**src/rtl/clock_divider_multi.sv**
```systemverilog
// Multi-channel programmable clock divider / tick generator with per-channel tick or square-wave mode.
// Define PRESCALER_EN to add a shared prescaler that gates all channels to its wrap strobe.
module clock_divider_multi #(
    parameter int WIDTH       = 32,
    parameter int NUM_CH      = 4,
    parameter int CH_BITS     = 2,
    parameter int DEFAULT_DIV = 200
`ifdef PRESCALER_EN
    ,
    parameter int PRESCALE    = 10
`endif
) (
    input  logic               clock,
    input  logic               reset,
    input  logic               enable,
    input  logic [NUM_CH-1:0]  ch_enable,
    input  logic               wr_en,
    input  logic [CH_BITS-1:0] wr_ch,
    input  logic [WIDTH-1:0]   wr_div,
    input  logic               wr_mode,
    output logic [NUM_CH-1:0]  tick,
    output logic [NUM_CH-1:0]  clk_out
);

    logic [WIDTH-1:0]  cnt_r      [NUM_CH];
    logic [WIDTH-1:0]  div_r      [NUM_CH];
    logic [NUM_CH-1:0] mode_r;
    logic [NUM_CH-1:0] tick_r;
    logic [NUM_CH-1:0] clk_out_r;

    logic [WIDTH-1:0]  cnt_nxt_s  [NUM_CH];
    logic [WIDTH-1:0]  div_nxt_s  [NUM_CH];
    logic [NUM_CH-1:0] mode_nxt_s;
    logic [NUM_CH-1:0] tick_nxt_s;
    logic [NUM_CH-1:0] clk_out_nxt_s;
    logic              strobe_s;

`ifdef PRESCALER_EN
    logic [WIDTH-1:0]  pre_cnt_r;
    logic              pre_wrap_s;

    assign pre_wrap_s = (pre_cnt_r >= WIDTH'(PRESCALE));
    assign strobe_s   = enable & pre_wrap_s;

    // Shared prescaler counter, advancing on every enabled cycle
    always_ff @(posedge clock or posedge reset) begin
        if (reset) begin
            pre_cnt_r <= {WIDTH{1'b0}};
        end else if (enable) begin
            if (pre_wrap_s) begin
                pre_cnt_r <= {WIDTH{1'b0}};
            end else begin
                pre_cnt_r <= pre_cnt_r + {{(WIDTH-1){1'b0}}, 1'b1};
            end
        end
    end
`else
    assign strobe_s = enable;
`endif

    // Per-channel next state: a configuration write overrides any wrap on the same edge
    always_comb begin
        for (int i = 0; i < NUM_CH; i++) begin
            cnt_nxt_s[i]     = cnt_r[i];
            div_nxt_s[i]     = div_r[i];
            mode_nxt_s[i]    = mode_r[i];
            tick_nxt_s[i]    = 1'b0;
            clk_out_nxt_s[i] = clk_out_r[i];
            if (wr_en && (wr_ch == CH_BITS'(i))) begin
                cnt_nxt_s[i]     = {WIDTH{1'b0}};
                div_nxt_s[i]     = wr_div;
                mode_nxt_s[i]    = wr_mode;
                clk_out_nxt_s[i] = 1'b0;
            end else if (strobe_s && ch_enable[i]) begin
                if (cnt_r[i] >= div_r[i]) begin
                    cnt_nxt_s[i]     = {WIDTH{1'b0}};
                    tick_nxt_s[i]    = 1'b1;
                    clk_out_nxt_s[i] = mode_r[i] ? ~clk_out_r[i] : 1'b0;
                end else begin
                    cnt_nxt_s[i]     = cnt_r[i] + {{(WIDTH-1){1'b0}}, 1'b1};
                end
            end else begin
                tick_nxt_s[i] = 1'b0;
            end
        end
    end

    // Channel state and registered outputs
    always_ff @(posedge clock or posedge reset) begin
        if (reset) begin
            for (int i = 0; i < NUM_CH; i++) begin
                cnt_r[i] <= {WIDTH{1'b0}};
                div_r[i] <= WIDTH'(DEFAULT_DIV);
            end
            mode_r    <= {NUM_CH{1'b0}};
            tick_r    <= {NUM_CH{1'b0}};
            clk_out_r <= {NUM_CH{1'b0}};
        end else begin
            for (int i = 0; i < NUM_CH; i++) begin
                cnt_r[i] <= cnt_nxt_s[i];
                div_r[i] <= div_nxt_s[i];
            end
            mode_r    <= mode_nxt_s;
            tick_r    <= tick_nxt_s;
            clk_out_r <= clk_out_nxt_s;
        end
    end

    assign tick    = tick_r;
    assign clk_out = clk_out_r;

endmodule

```
**config.mk**
```make
export PLATFORM = sky130hd
export DESIGN_NAME = clock_divider_multi
export DESIGN_NICKNAME = d
export VERILOG_FILES = /design/src/rtl/clock_divider_multi.sv
export SDC_FILE = /design/constraint.sdc
export NUM_CORES = 1
export LEC_CHECK = 0
export ABC_AREA = 0
export BUFFER_PORTS_ARGS = -buffer_cell sky130_fd_sc_hd__clkbuf_2
export CAP_MARGIN = 10
export CORE_MARGIN = 2
export CORE_UTILIZATION = 40
export CTS_CLUSTER_SIZE = 8
export DETAILED_ROUTE_END_ITERATION = 6
export HOLD_SLACK_MARGIN = 0.03
export PLACE_DENSITY = 0.56
export SYNTH_ARGS = -nofsm -noshare
export SYNTH_HDL_FRONTEND = slang
export SYNTH_SLANG_ARGS = --single-unit
```
**constraint.sdc**
```tcl
create_clock -name clock -period 12.74 [get_ports clock]
set_input_delay 0.637 -clock clock [delete_from_list [all_inputs] [get_ports clock]]
set_output_delay 0.637 -clock clock [all_outputs]
set_load 0.1 [all_outputs]
```
==> flow_summary.toml, run 1 <==
[outcome]
outcome = "complete, no violations"

[synthesis]
synth_cells = 1585
yosysTopAreaCellShare_pct = 43.55
synthArstFlopShare_pct = 100.0
yosys_warnings = 0
synth_cell_types = 62
synthMostInstantiatedCell = "dfrtp_1"
syn_area_per_cell_um2 = 9.281
netlist_area_um2 = 14710
synth_common_cells = "256 x dfrtp_1, 219 x nand2_1, 140 x inv_1"
yosysSeqAreaShare_pct = 45.69
synth_top_area_cell = "dfrtp_1"
synthFlopType = "dfrtp_1"
ys_ff_latch = 268
synth_edf_count = 0
synth_area_leaders = "dfrtp_1 44%, ha_1 11%, nand2_1 5.6%"
syn_nets = 1760

[layout]
nets = 1810
fillCellCount = 3506
antennaDiodeCount = 0
drive_gt1_share_pct = 10.43
final_cell_area_um2 = 16590
area_delta_synth_final_pct = 12.77
multi_input_area_um2 = 7293
final-seq-area_um2 = 6721
fin_util_pct = 45.53

[setup_path]
endpoint_kind = "register"
cpMaxStageDelayCell = "nor4_4"
worst_path_largest_cell_delay_ps = 850
cp.depth = 9
worstPathCellList = "inv_1 > ha_1 > nand2b_1 > a2111o_1 > a311oi_1 > a21boi_1 > nor4_4 > o21ai_0 > a31oi_1"
critPathTopFamily = "compound AO/OA/AOI/OAI gates"
crit_path_max_fanout = 23
crit_type = "reg2reg"
worstPathRequired_ps = 13180
startpoint_type = "register"
worstPathArrival_ps = 3710
cp-startpoint = "cnt_r[32]"
rr_startpoint = "cnt_r[32]"
r2r_cells = 9
cp.buffers_inverters = 1

[drt]
wl_per_cell_um = 17.38
vias = 11140
wirelength_um = 36960
drt_iter0_drc = 420
via_per_inst = 5.240
dr.pass1.iters = 5
postRouteAntennaNets = 0
drc = 0

[placed_design]
dpl_worst_slack_ps = 9328
io_buffers = 50
gp_congestion = 0.7921
placed_cell_area_um2 = 15450
dp_hpwl_um = 26280

[clocking]
cts-resized-gates = 0
cts_setup_buffers = 0
cts_tree = "yes"
cts_made_buffers = 39
cts.sinks = 268
cts_buffer_depth = 3
clk_latency_ps = 530
htree_num_levels = 2
clkSlewWorstSetupHoldPaths_ps = 50
cts_hold_buffers = 0
clock-root-buffer = "clkbuf_16"

[die]
die_w_um = 195.8
initial_core_util_pct = 40.37
dieArea_um2 = 38330
core_um2 = 36430
die_h_um = 195.8
pin_count = 51
rows = 70

[timing]
setup_viol = 0
grt_setup_unrepaired = "no"
setup_tns_ps = 0
clock.fmax_mhz = 306.1
drv_slew = 0
tightest_slew_ps = 1088
fin_ws_ps = 9473
period_needed_ps = 3267
finClkSkew_ps = 12.63
period_share_pct = 25.65
relSlewSlack_pct = 26.92
hold_violations = 0

[global_route]
track_usage_pct = 19.85
use_met2_pct = 32.71
grt_max_degree = 129
antenna_found_initial = 0
busiest_layer = "met2"
grtUsageMet3_pct = 2.527
grt_pass1_vias = 10945
grt-ovfl-total = 0
grt_pass1_wl_um = 60060
use_met1_pct = 26.93

[pwr]
p_per_area_nw_per_um2 = 142.3
total_power_mw = 2.360
leakage_nw = 7.943
irDropWorstVdd_v = 0.00007173

[min_path]
hold_class = "in2async"

[job]
cap_violations = 0
-- metal layers --
metal | vias to the layer above | wire (µm)
li1 | 5540 | -
met1 | 5367 | 17360
met2 | 159 | 17380
met3 | 74 | 1054
met4 | 0 | 1167
met5 | - | 0
-- cell type report --
cell class,count,share of cell area [%]
multi-input cells,1126,43.97
flip-flops and latches,268,40.52
clock buffers,64,6.766
well taps,468,3.530
inverters,140,3.213
repair buffers,60,2.006
-- state kept, by name, indices dropped and copies added, names as in the netlist --
| signal | cells |
|---|---|
| tick | 4 |
| cnt_r | 128 |
| clk_out | 4 |
| div_r | 128 |
| mode_r | 4 |
-- placed cells by master, fill, tap and decap left out, types with 5 or more instances in the layout --
master       n
dfrtp_1    256
nand2_1    219
inv_1      139
ha_1       132
nor2_1     128
o21ai_0    125
nand3_1     95
xor2_1      66
a21oi_1     54
clkbuf_2    50
nand4_1     42
clkbuf_16   41
mux2_2      34
and3_1      25
xnor2_1     22
clkbuf_1    22
nor3_1      18
a31oi_1     14
a21o_1      13
and4_1      13
or3_1       12
dfstp_2     12
and2_1      11
buf_4        9
nand2b_1     8
a211oi_1     6
nor2b_1      6
nand3b_1     6
o311ai_0     5
nor4_1       5
mux2i_1      5
-- cell families (layout without fill, tap and decap cells) --
group,count (synthesis),in the layout,synth area share [%]
xor gates and xnor gates,88,88,5.239
AOI/OAI and AO/OA,254,254,10.08
DFF,268,268,45.69
buffers and inverters,191,264,4.908
and+or+nand+nor,613,613,19.91
muxes,39,39,2.943
adders and majority gates,132,132,11.23
-- per-stage QoR --
stage | hold WS, ps | cells
detailed placement | 454.9 | 2061
finish | 282.1 | 2126
CTS | 355.1 | 2125
floorplan | 437.9 | 1585
global route | 365.7 | 2126
global placement | 455.5 | 2061
-- path summary, 6_finish.rpt --
| kind | endpoint | slack, ps |
|---|---|---|
| setup / recovery | cnt_r[47] | 9470 |
| hold / removal | div_r[66] | 280 |
| setup reg to reg | cnt_r[47] | 9470 |
| hold reg to reg | mode_r[2] | 460 |
| max in group asynchronous | cnt_r[126] | 9990 |
| min in group clock | div_r[30] | 410 |
-- power breakdown --
group / total [mW] / internal [mW] / switching [mW] / leakage (nW)
registers: 1.02 / 0.954 / 0.0641 / 3.41
clock network: 0.968 / 0.593 / 0.375 / 0.538
logic: 0.373 / 0.146 / 0.228 / 4.00
total: 2.36 / 1.69 / 0.667 / 7.94
Power figures use the tool's default switching activity.
==> run 2, diff against run 1 <==
--- a/config.mk
+++ b/config.mk
@@ -5,7 +5,7 @@
 export SDC_FILE = /design/constraint.sdc
 export NUM_CORES = 1
 export LEC_CHECK = 0
-export ABC_AREA = 0
+export ABC_AREA = 1
 export BUFFER_PORTS_ARGS = -buffer_cell sky130_fd_sc_hd__clkbuf_2
 export CAP_MARGIN = 10
 export CORE_MARGIN = 2
==> constraint.sdc (replaced) <==
create_clock -name clock -period 3.45 [get_ports clock]
set_input_delay 0.1725 -clock clock [delete_from_list [all_inputs] [get_ports clock]]
set_output_delay 0.1725 -clock clock [all_outputs]
set_load 0.1 [all_outputs]
==> run 2 against run 1 <==
Net effect:
- area after synthesis is 14% higher
- sequential power grew to 3.7 times the previous value
- routed wire length is 27% higher
- synthesized cell count is 40% higher
- critical path type unchanged
- critical endpoint is now cnt_r[16]
- largest cell class unchanged
- largest power group unchanged
- highest routed layer unchanged
==> flow_summary.toml, run 2 <==
[placed_design]
dp.cells = 2771
placed_cell_area_um2 = 17620
gp_congestion = 0.9041
dp_hpwl_um = 34850
dpl_worst_slack_ps = 911.2
io_buffers = 50

[job]
cap_violations = 0

[synthesis]
synth_top_area_cell = "dfrtp_1"
synthArstFlopShare_pct = 100.0
yosysSeqAreaShare_pct = 40.04
synthMostInstantiatedCell = "nand2_1"
yosysTopAreaCellShare_pct = 38.16
netlist_area_um2 = 16790
yosys_warnings = 0
synth_common_cells = "653 x nand2_1, 321 x inv_1, 256 x dfrtp_1"
synthFlopType = "dfrtp_1"
syn_area_per_cell_um2 = 7.561
synth_edf_count = 0
ys_ff_latch = 268
syn_nets = 2395
synth_cell_types = 43
synth_cells = 2220
synth_area_leaders = "dfrtp_1 38%, nand2_1 15%, ha_1 9.8%"

[die]
dieArea_um2 = 43620
initial_core_util_pct = 40.29
rows = 75
pin_count = 51
die_h_um = 208.9
core_um2 = 41670
die_w_um = 208.9

[layout]
final_cell_area_um2 = 19130
final_cell_mix = "653 x nand2_1, 320 x inv_1, 256 x dfrtp_1"
antennaDiodeCount = 0
layout_commonest_cell = "nand2_1"
nets = 2484
drive_gt1_share_pct = 7.521
fillCellCount = 4246
largest_registers = "cnt_r: 128 flops, div_r: 128 flops"
area_delta_synth_final_pct = 13.97
final_cells = 2879

[setup_path]
crit_type = "reg2reg"
worst_path_largest_cell_delay_ps = 550
worstPathRequired_ps = 3890
worstPathCellList = "inv_1 > ha_1 > nand2_1 > inv_1 > nand2_1 > nand2_1 > nor2_1 > nand2_1 > nand2_1 > nand2_1 > nand2_1 > nand3_1 > o21ai_0"
crit_top_cell = "nand2_1"
endpoint_kind = "register"
cpMaxStageDelayCell = "nand3_1"
startpoint_type = "register"
crit_path_max_fanout = 18
worstPathArrival_ps = 2950
cp.buffers_inverters = 2
critPathTopFamily = "simple AND/OR/NAND/NOR gates"

[drt]
wl_per_cell_um = 16.31
postRouteAntennaNets = 0
wirelength_um = 46960
drc = 0
drt_iter0_drc = 1037
vias = 14445
via_per_inst = 5.017
dr.pass1.iters = 5

[clocking]
clock-root-buffer = "clkbuf_16"
cts_made_buffers = 39
cts_buffer_depth = 3
clk_latency_ps = 560
cts_tree = "yes"
clkSlewWorstSetupHoldPaths_ps = 50
htree_num_levels = 2
cts_setup_buffers = 0
cts.sinks = 268

[timing]
finClkSkew_ps = 12.81
hold_violations = 0
clock.fmax_mhz = 398.4
period_share_pct = 72.75
fin_ws_ps = 940.0
grt_setup_unrepaired = "no"
relSlewSlack_pct = 32.18
period_needed_ps = 2510
setup_viol = 0
tightest_slew_ps = 1008
drv_slew = 0

[pwr]
irDropWorstVdd_v = 0.0003622
p_per_area_nw_per_um2 = 476.9
leakage_nw = 9.569

[global_route]
grt_pass1_wl_um = 76500
antenna_found_initial = 0
grt_max_degree = 100
grt-ovfl-total = 0
grt_pass1_vias = 14096
track_usage_pct = 22.09

[outcome]
outcome = "complete, no violations"

[min_path]
hold_class = "in2reg"
-- run 2: changes by cell type in the layout (fill, tap and decap cells not counted), sizes merged, moves of 17 or more --
cell	delta
a21oi	+17
and3	-26
dlygate4sd3	+36
inv	+185
mux2	-34
nand2	+444
nand3b	+27
nor2	+70
nor3	+28
o21ai	+26
o22ai	+20
-- run 2: cell type report --
type	count	area, µm²	area share (%)
Timing Repair Buffer	103	763.2	3.990
Tap cell	539	674.4	3.525
Inverter	325	1224	6.396
Sequential cell	268	6721	35.13
Clock buffer	70	1124	5.873
Multi-Input combinational cell	1572	8600	44.95
Clock inverter	2	25.02	0.1308
-- run 2: tightest hold or removal path, delay by kind of cell --
family                 cells  cell delay, ps
and+or+nand+nor            1             150
buffers and inverters      1             120
AOI/OAI and AO/OA          1             100
-- run 2: worst paths after layout --
path	start	slack, ps	depth (start not counted)	end
max reg2reg	div_r[7]	940	13	cnt_r[16]
min reg2reg	mode_r[0]	480	2	mode_r[0]
min	wr_ch[1]	50	3	mode_r[3]
max	div_r[7]	940	13	cnt_r[16]
min in group asynchronous	reset	220	3	cnt_r[4]
max in group asynchronous	reset	2290	4	div_r[106]
-- run 2: timing repair --
item,4_1_cts,5_1_grt
resized for setup,0,0
hold endpoints to repair,96,0
endpoints found under the setup margin,0,0
hold buffers,36,0
-- run 2: where the power goes --
part           internal [mW]  leakage, nW  switching [mW]
Combinational          0.558         5.53            1.10
Clock                   2.19        0.546            1.48
Sequential              3.53         3.49           0.273
Total                   6.27         9.57            2.85
-- run 2: kinds of logic (layout without fill, tap and decap cells) --
logic type      count (synthesis)  in the layout  share of synthesized area (%)
flops                         268            268                          40.04
simple gates                 1086           1086                          28.26
compound gates                269            269                          8.624
buf+inv                       380            500                          8.803
xor+xnor                       85             85                          4.435
fa+ha+maj                     132            132                          9.839
-- run 2: per-layer routing --
metal  part of all wire (%)  routed length [µm]  global-route usage, %  up-vias
met4                    2.4                1129                  6.108        0
met3                    5.4                2517                  3.727       72
met5                      0                   0                      0        -
met1                     47               21880                  30.73     6824
li1                       -                   -                      -     7239
met2                     46               21430                  35.60      310
-- run 2: stage by stage --
step / hold WS (ps) / power (mW) / utilization (%) / TNS (ps)
after floorplan: 290.0 / 4.982 / - / -64560
after global routing: 92.59 / 9.681 / 45.92 / 0
after CTS: 36.42 / 9.248 / 45.92 / 0
after detailed placement: 267.1 / 5.490 / 42.29 / 0
final: 49.02 / 9.123 / 45.92 / 0
after global placement: 264.5 / 5.432 / 42.29 / 0
==> run 3, diff against run 2 <==
--- a/config.mk
+++ b/config.mk
@@ -5,7 +5,7 @@
 export SDC_FILE = /design/constraint.sdc
 export NUM_CORES = 1
 export LEC_CHECK = 0
-export ABC_AREA = 1
+export ABC_AREA = 0
 export BUFFER_PORTS_ARGS = -buffer_cell sky130_fd_sc_hd__clkbuf_2
 export CAP_MARGIN = 10
 export CORE_MARGIN = 2
@@ -13,7 +13,7 @@
 export CTS_CLUSTER_SIZE = 8
 export DETAILED_ROUTE_END_ITERATION = 6
 export HOLD_SLACK_MARGIN = 0.03
-export PLACE_DENSITY = 0.56
+export PLACE_DENSITY = 0.59
 export SYNTH_ARGS = -nofsm -noshare
 export SYNTH_HDL_FRONTEND = slang
 export SYNTH_SLANG_ARGS = --single-unit
==> constraint.sdc (replaced) <==
create_clock -name clock -period 2.3 [get_ports clock]
set_input_delay 0.115 -clock clock [delete_from_list [all_inputs] [get_ports clock]]
set_output_delay 0.115 -clock clock [all_outputs]
set_load 0.1 [all_outputs]
==> run 3 against run 2 <==
Net effect:
- the flow now finishes with violations (setup timing)
- largest cell class unchanged
- sequential power up 47%
- routed wire length down 11%
- largest power group unchanged
- combinational power up 92%
==> flow_summary.toml, run 3 (same netlist as run 1, synthesis figures left out) <==
[global_route]
antenna_found_initial = 0
grt_pass1_vias = 12310
track_usage_pct = 21.76
grt_max_degree = 86
grt-ovfl-total = 0
grt_pass1_wl_um = 65750

[layout]
layout_commonest_cell = "dfrtp_1"
largest_registers = "cnt_r: 128 flops, div_r: 128 flops"
final_cell_mix = "253 x dfrtp_1, 212 x nand2_1, 163 x buf_4"
antennaDiodeCount = 0
drive_gt1_share_pct = 31.34
nets = 2039
area_delta_synth_final_pct = 37.25

[timing]
finClkSkew_ps = 19.23
grt_setup_unrepaired = "yes"
tightest_slew_ps = 623.3
relSlewSlack_pct = 58.45
setup_viol = 101
clock.fmax_mhz = 401.0
drv_slew = 0
holdWs_ps = 42.87
fin_ws_ps = -194.1
period_needed_ps = 2494
hold_violations = 0
period_share_pct = 108.4

[setup_path]
worst_path_largest_cell_delay_ps = 410
crit_type = "reg2reg"
critPathTopFamily = "compound AO/OA/AOI/OAI gates"
worstSetupEndpoint = "cnt_r[61]"
crit_path_max_fanout = 7
cpMaxStageDelayCell = "a2111o_1"
worstPathRequired_ps = 2760
cp.buffers_inverters = 2
cp.depth = 10
startpoint_type = "register"
r2r_cells = 10
worstPathArrival_ps = 2950
rr_startpoint = "div_r[32]"
cp-startpoint = "div_r[32]"
r2r_slack_ps = -190
timing.rr.end = "cnt_r[61]"
worstPathCellList = "ha_1 > nand2b_4 > a2111o_1 > a311oi_2 > a21boi_2 > buf_4 > nor3_4 > nor2_4 > buf_12 > nor2_2"
endpoint_kind = "register"

[die]
die_w_um = 195.8
core_um2 = 36430
initial_core_util_pct = 40.37
dieArea_um2 = 38330
rows = 70
die_h_um = 195.8
pin_count = 51

[drt]
wirelength_um = 41860
postRouteAntennaNets = 0
drc = 0
dr.pass1.iters = 5
drt_iter0_drc = 768
wl_per_cell_um = 17.76
vias = 12294
via_per_inst = 5.216

[clocking]
clkSlewWorstSetupHoldPaths_ps = 50
cts_buffer_depth = 3
cts_tree = "yes"
cts_made_buffers = 39
clk_latency_ps = 530
htree_num_levels = 2
cts.sinks = 268
clock-root-buffer = "clkbuf_16"

[outcome]
violations = "setup timing"
outcome = "finished with violations"

[pwr]
switching_share_pct = 29.48
pwr-share-clk_pct = 38.0
p_switching_mw = 4.180
irDropWorstVdd_v = 0.0005250
p_per_area_nw_per_um2 = 702.2
seqPwrFrac_pct = 39.5
power_frac_comb_pct = 22.5
leakage_nw = 9.168
total_power_mw = 14.18
p_int_mw = 9.998

[min_path]
min_from = "wr_div[25]"
hold_class = "in2reg"

[placed_design]
gp_congestion = 0.8373
dp_hpwl_um = 27650
io_buffers = 50

[job]
cap_violations = 0
[run 3: cell types whose count changed in the layout (fill, tap and decap cells not counted), sizes merged, moves of 28 or more]
cell and change:
nor2 -70, mux2 +34, buf +187, nor3 -28
nand2 -444, inv -185
[run 3: layout make-up]
| cell class | instances | area [µm²] |
|---|---|---|
| repair buffers | 289 | 2461 |
| multi-input cells | 1126 | 8762 |
| well taps | 468 | 585.6 |
| flip-flops and latches | 268 | 6725 |
| clock buffers | 64 | 1101 |
| inverters | 140 | 529.3 |
| clock inverters | 2 | 25.02 |
| fillers | 3125 | 16250 |
[run 3: power groups by stage]
stage                     registers (mW)  clock network [mW]  logic (mW)
after floorplan                     5.65                   0        1.52
after global placement              5.63                   0        2.43
after detailed placement            5.64                   0        2.52
after CTS                           5.59                5.48        2.94
after global routing                5.66                5.69        3.57
final                               5.60                5.39        3.19
[run 3: what timing repair did]
item / in CTS / in global routing
resized for setup: 187 / 178
endpoints found under the hold margin: 130 / 0
cloned: 8 / 1
setup buffers: 24 / 21
setup endpoints to repair: 125 / 130
hold buffers: 35 / 0
pin swaps: 107 / 82
[run 3: routing by layer]
metal	GRT usage (%)	wire length, µm
met5	0	0
met4	9.371	1875
met3	3.696	1722
met2	36.26	20020
met1	28.05	18240
[run 3: how the worst min path moves through the flow]
stage	to	cells past startpoint
2_1_floorplan	div_r[0]	2
3_3_place_gp	cnt_r[50]	2
3_5_place_dp	cnt_r[50]	2
4_1_cts	div_r[121]	3
5_1_grt	div_r[121]	3
6_report	div_r[121]	3
[run 3: per-stage QoR]
stage / setup TNS, ps / utilization [%] / instances / worst slack [ps] / instance area, µm²
finish: -10980 / 55.41 / 2357 / -194.1 / 20190
detailed placement: -15650 / 45.89 / 2207 / -326.7 / 16720
CTS: -10110 / 53.02 / 2340 / -165.8 / 19320
global route: -22630 / 55.41 / 2357 / -330.8 / 20190
global placement: -15540 / 45.89 / 2207 / -246.6 / 16720
floorplan: -349600 / - / 1585 / -1345 / 14850
[run 3: worst reg2reg max path, delay by kind of cell (launching register included)]
kind                     cells  cell delay (ps)
AO/OA/AOI/OAI                3              840
adder cells (fa/ha/maj)      1              280
buffers and inverters        2              330
flip-flops                   1              390
AND/OR/NAND/NOR              4              590
